## config.mk

```make
export PLATFORM = sky130hd
export DESIGN_NAME = prog_seq_det
export DESIGN_NICKNAME = d
export VERILOG_FILES = /design/src/rtl/seq_det_pkg.sv /design/src/rtl/seq_hist_reg.sv /design/src/rtl/prog_seq_det.sv
export SDC_FILE = /design/constraint.sdc
export NUM_CORES = 1
export LEC_CHECK = 0
export CAP_MARGIN = 5
export CORE_ASPECT_RATIO = 0.7
export CORE_MARGIN = 3
export CORE_UTILIZATION = 55
export CTS_BUF_LIST = sky130_fd_sc_hd__clkbuf_8
export CTS_CLUSTER_DIAMETER = 200
export DETAILED_ROUTE_END_ITERATION = 8
export PLACE_DENSITY = 0.8
export SLEW_MARGIN = 10
export SYNTH_ARGS = -nofsm -noshare
export SYNTH_HDL_FRONTEND = slang
export SYNTH_SLANG_ARGS = --single-unit
```

## constraint.sdc

```tcl
create_clock -name clk -period 8.86 [get_ports clk]
set_input_delay 2.658 -clock clk [delete_from_list [all_inputs] [get_ports clk]]
set_output_delay 2.658 -clock clk [all_outputs]
set_load 0.02 [all_outputs]
```

## src/rtl/seq_det_pkg.sv

```systemverilog
// Shared types and defaults for the programmable serial sequence detector.
package seq_det_pkg;

    typedef enum logic [1:0] {
        IDLE = 2'd0,
        HUNT = 2'd1,
        HIT  = 2'd2
    } state_t;

    localparam int DEF_MAX_LEN = 8;
    localparam int DEF_CNT_W   = 8;

endpackage

```

## src/rtl/seq_hist_reg.sv

```systemverilog
// Serial history shift register with a fill counter saturating at MAX_LEN.
module seq_hist_reg #(
    parameter int MAX_LEN = 8,
    parameter int LEN_W   = $clog2(MAX_LEN + 1)
) (
    input  logic               clk,
    input  logic               rst_n,
    input  logic               shift,
    input  logic               clear,
    input  logic               din,
    output logic [MAX_LEN-1:0] history,
    output logic [LEN_W-1:0]   fill
);

    // Clear outranks shift so a discarded bit never lands in fresh history.
    always_ff @(posedge clk or negedge rst_n) begin
        if (!rst_n) begin
            history <= '0;
            fill    <= '0;
        end else if (clear) begin
            history <= '0;
            fill    <= '0;
        end else if (shift) begin
            history <= {history[MAX_LEN-2:0], din};
            if (fill != LEN_W'(MAX_LEN))
                fill <= fill + LEN_W'(1);
        end
    end

endmodule

```

## src/rtl/prog_seq_det.sv

```systemverilog
// Programmable serial sequence detector: FSM, compare, config registers and match counter.
module prog_seq_det
    import seq_det_pkg::*;
#(
    parameter int MAX_LEN = DEF_MAX_LEN,
    parameter int CNT_W   = DEF_CNT_W,
    parameter int LEN_W   = $clog2(MAX_LEN + 1)
) (
    input  logic               clk,
    input  logic               rst_n,
    input  logic               din,
    input  logic               din_valid,
    input  logic               cfg_load,
    input  logic [MAX_LEN-1:0] cfg_pattern,
    input  logic [LEN_W-1:0]   cfg_len,
    input  logic               cfg_overlap,
    input  logic               clr,
    output logic               op,
    output logic [CNT_W-1:0]   match_cnt,
    output logic               cfg_err
);

    state_t             state;
    logic [MAX_LEN-1:0] pattern;
    logic [LEN_W-1:0]   len;
    logic               overlap;

    logic [MAX_LEN-1:0] history;
    logic [LEN_W-1:0]   fill;
    logic [LEN_W-1:0]   next_fill;
    logic [MAX_LEN:0]   window;
    logic [MAX_LEN:0]   mask;
    logic               legal;
    logic               shift;
    logic               match;
    logic               hist_clear;

    assign legal  = (cfg_len != '0) && (cfg_len <= LEN_W'(MAX_LEN));
    assign shift  = din_valid && (state != IDLE) && !cfg_load && !clr;
    assign window = {history, din};
    assign next_fill = (fill == LEN_W'(MAX_LEN)) ? fill : fill + LEN_W'(1);

    // Compare the post-shift window; only the low len bits take part.
    always_comb begin
        mask = '0;
        for (int i = 0; i <= MAX_LEN; i++)
            mask[i] = (i < int'(len));
    end

    assign match = shift && (next_fill >= len) &&
                   (((window ^ {1'b0, pattern}) & mask) == '0);

    // Non-overlap mode restarts the fill after each hit.
    assign hist_clear = cfg_load || clr || (match && !overlap);

    seq_hist_reg #(
        .MAX_LEN (MAX_LEN),
        .LEN_W   (LEN_W)
    ) u_hist (
        .clk     (clk),
        .rst_n   (rst_n),
        .shift   (shift),
        .clear   (hist_clear),
        .din     (din),
        .history (history),
        .fill    (fill)
    );

    always_ff @(posedge clk or negedge rst_n) begin
        if (!rst_n) begin
            state     <= IDLE;
            op        <= 1'b0;
            match_cnt <= '0;
            cfg_err   <= 1'b0;
            pattern   <= '0;
            len       <= '0;
            overlap   <= 1'b0;
        end else if (cfg_load) begin
            op <= 1'b0;
            if (clr)
                match_cnt <= '0;
            if (legal) begin
                pattern <= cfg_pattern;
                len     <= cfg_len;
                overlap <= cfg_overlap;
                cfg_err <= 1'b0;
                state   <= HUNT;
            end else begin
                cfg_err <= 1'b1;
                state   <= IDLE;
            end
        end else if (clr) begin
            op        <= 1'b0;
            match_cnt <= '0;
            state     <= (state == IDLE) ? IDLE : HUNT;
        end else if (state == IDLE) begin
            op <= 1'b0;
        end else if (match) begin
            state <= HIT;
            op    <= 1'b1;
            if (match_cnt != '1)
                match_cnt <= match_cnt + CNT_W'(1);
        end else begin
            state <= HUNT;
            op    <= 1'b0;
        end
    end

endmodule

```

==> impl_metrics.env <==
export IMPL_busiest_layer="met2"
export IMPL_initial_core_util_pct=59.19
export IMPL_end_kind="register"
export IMPL_wl_per_cell_um=16.92
export IMPL_drive_above_1_share_pct=20.26
export IMPL_htreeDepth=2
export IMPL_track_usage_pct=21.90
export IMPL_critical_path_startpoint="clr"
export IMPL_relSlewSlack_pct=36.79
export IMPL_synthArstFlopShare_pct=100.0
export IMPL_fin_tns_setup_ps=0
export IMPL_overflow=0
export IMPL_synth_area_sq_mm=0.002160
export IMPL_start_kind="input port"
export IMPL_grt_pass1_wl_um=7734
export IMPL_max_stage_delay_ps=890
export IMPL_outcome="complete, no violations"
export IMPL_synthFlopType="dfrtp_1"
export IMPL_synth_top_area_share_pct=42.87
export IMPL_core_sq_mm=0.003649
export IMPL_cts_resized=0
export IMPL_fill_cells=285
export IMPL_io_buffers=28
export IMPL_met1_usage_pct=30.35
export IMPL_clkTransAtPathRegs_ps=70
export IMPL_die_area_sq_mm=0.004726
export IMPL_grt_max_degree=38
export IMPL_num_io_pins=29
export IMPL_gp_congestion=0.7931
export IMPL_multi_input_area_sq_mm=0.001136
export IMPL_ys_ff_latch=37
export IMPL_drt_pass1_iter_count=4
export IMPL_antenna_found_initial=0
export IMPL_drtIter0Drc=92
export IMPL_synth_top_area_cell="dfrtp_1"
export IMPL_cts_tree="yes"
export IMPL_fin_ws_ps=3446
export IMPL_syn_num_nets=225
export IMPL_met2_usage_pct=34.39
export IMPL_chipWidth_um=80.90
export IMPL_min_period_ps=5414
export IMPL_fmax_mhz=184.7
export IMPL_yosys_warnings=0
export IMPL_synth_area_leaders="dfrtp_1 43%, mux2_2 10%, ha_1 4.1%, nand2_1 3.8%, xnor2_1 3.7%"
export IMPL_crit_type="input port to register"
export IMPL_final_antenna_net_count=0
export IMPL_ys_types=46
export IMPL_grt_pass1_vias=1612
export IMPL_maxSlewViolCount=0
export IMPL_numCtsBuffers=5
export IMPL_hold_path_startpoint="cfg_err"
export IMPL_diodes=0
export IMPL_drv_cap=0
export IMPL_path_cells="clkdlybuf4s50_1 > nor2_4 > nand3b_1 > a2111o_1 > o41ai_4 > nor3_1"
export IMPL_timing_rr_start="u_hist.fill[0]"
export IMPL_use_met3_pct=4.740
export IMPL_p_leak_nw=1.021
export IMPL_dp_slack_ps=3167
export IMPL_clock_latency_ps=290
export IMPL_rows=18
export IMPL_post_route_period_util_pct=61.11
export IMPL_worstMarginPinSlew_ps=944.9
export IMPL_critical_path_slowest_cell="o41ai_4"
export IMPL_vdd_ir_drop_max_v=0.0001293
export IMPL_hpwl_um=3532
export IMPL_synth_edf_count=0
export IMPL_clock_skew_ps=8.513
export IMPL_arrival_ps=5550
export IMPL_die_y_um=58.43
export IMPL_final_nets=252
export IMPL_rsz0062_at_grt="false"
export IMPL_cp_max_fo=15
export IMPL_regArea_sq_um=925.9
export IMPL_worst_ep_required_time_ps=8990
export IMPL_max_clock_path_buffers=2
export IMPL_numClockSinks=37
export IMPL_postCtsHoldBufs=0
export IMPL_cts_setup_buffers=0
export IMPL_drt_total_wl_um=4688
export IMPL_syn_inst=199
export IMPL_hold_viol=0
export IMPL_setup_viol=0
export IMPL_p_per_area_mw_per_mm2=165.3
export IMPL_area_growth_pct=18.13
export IMPL_min_path_type="register to register"
export IMPL_viasPerCell=5.805
export IMPL_syn_avg_cell_area_sq_um=10.85
export IMPL_root_buffer="clkbuf_8"
export IMPL_yosysSeqAreaShare_pct=42.87
export IMPL_vias=1608
export IMPL_drc=0
[state kept, by name, summed over array words and instances, names as in the netlist]
| register | flops |
|---|---|
| cfg_err | 1 |
| len | 4 |
| match_cnt | 8 |
| op | 1 |
| overlap | 1 |
| pattern | 8 |
| state | 2 |
| u_hist.fill | 4 |
| u_hist.history | 8 |
[layout by cell type (no fill, tap or decap), types with 5 or more instances in the layout]
cell             netlist  routed
dfrtp_1               37      37
clkdlybuf4s50_1        0      28
nand2_1               22      22
mux2_2                20      20
nor2_1                15      15
xnor2_1                9       9
inv_1                  6       7
a21oi_2                7       7
nor2b_1                7       7
ha_1                   7       7
nor4_1                 6       6
clkbuf_8               1       6
nor3_1                 5       5
[report_power, final]
| part | leakage, nW | switching (mW) | internal, mW |
|---|---|---|---|
| Sequential | 0.485 | 0.0162 | 0.181 |
| Clock | 0.0626 | 0.0576 | 0.0906 |
| Combinational | 0.474 | 0.0409 | 0.0356 |
| Total | 1.02 | 0.115 | 0.307 |
[worst max-delay path, delay by kind of cell]
kind,cells,cell delay (ps)
buffers and inverters,1,710
AND/OR/NAND/NOR,3,710
AO/OA/AOI/OAI,2,1460
[cells in the mapped netlist (2+ instances only)]
master / instances
a21oi_2: 7
nor3_1: 5
o31ai_1: 2
xor2_1: 3
nor2_1: 15
xnor2_1: 9
o21a_1: 2
buf_6: 3
nand2b_1: 2
mux2i_1: 2
nand3_1: 4
ha_1: 7
inv_1: 6
mux2_2: 20
dfrtp_1: 37
or3_1: 3
nand2_1: 22
o21ai_0: 2
o22ai_1: 3
nor4_1: 6
or4_1: 2
clkbuf_1: 2
nor2_2: 3
nor2b_1: 7
a21oi_1: 4
[worst paths after layout]
path                       depth (start not counted)  slack [ps]              to
setup / recovery                                   6        3450  u_hist.fill[2]
max in group asynchronous                          2        5750    match_cnt[3]
hold reg to reg                                    1         490         cfg_err
min in group asynchronous                          2        2780    match_cnt[6]
hold / removal                                     1         490         cfg_err
setup reg to reg                                  10        5420  u_hist.fill[2]
[kinds of logic after synthesis]
family	count (synthesis)	share of synthesized area (%)
AOI/OAI and AO/OA	29	12.46
xor gates and xnor gates	12	4.867
adders and majority gates	7	4.055
buffers and inverters	15	4.519
DFF	37	42.87
muxes	23	11.88
and+or+nand+nor	76	19.35
[routing by layer]
metal  wire length, um  vias up  part of all wire [%]
met2              2157       51                    46
met3               333       10                   7.1
met4                67        0                   1.4
li1                  -      765                     -
met5                 0        -                     0
met1              2130      782                    45
[per-stage QoR]
step | hold slack (ps) | power (mW) | cell area [sq um] | utilization (%) | cells
finish | 489.6 | 0.4218 | 2551 | 69.92 | 277
global route | 537.1 | 0.4415 | 2551 | 69.92 | 277
CTS | 493.3 | 0.4253 | 2551 | 69.92 | 277
detailed placement | 470.5 | 0.2763 | 2435 | 66.74 | 269
global placement | 475.5 | 0.2722 | 2435 | 66.74 | 269
floorplan | 499.8 | 0.2533 | 2160 | - | 199
[layout make-up]
| type | instances | share of cell area (%) |
|---|---|---|
| inverters | 6 | 0.8828 |
| clock buffers | 6 | 3.237 |
| clock inverters | 2 | 1.324 |
| multi-input cells | 147 | 44.53 |
| flip-flops and latches | 37 | 36.29 |
| repair buffers | 29 | 11.28 |
| well taps | 50 | 2.452 |
Power figures use the tool's default switching activity.
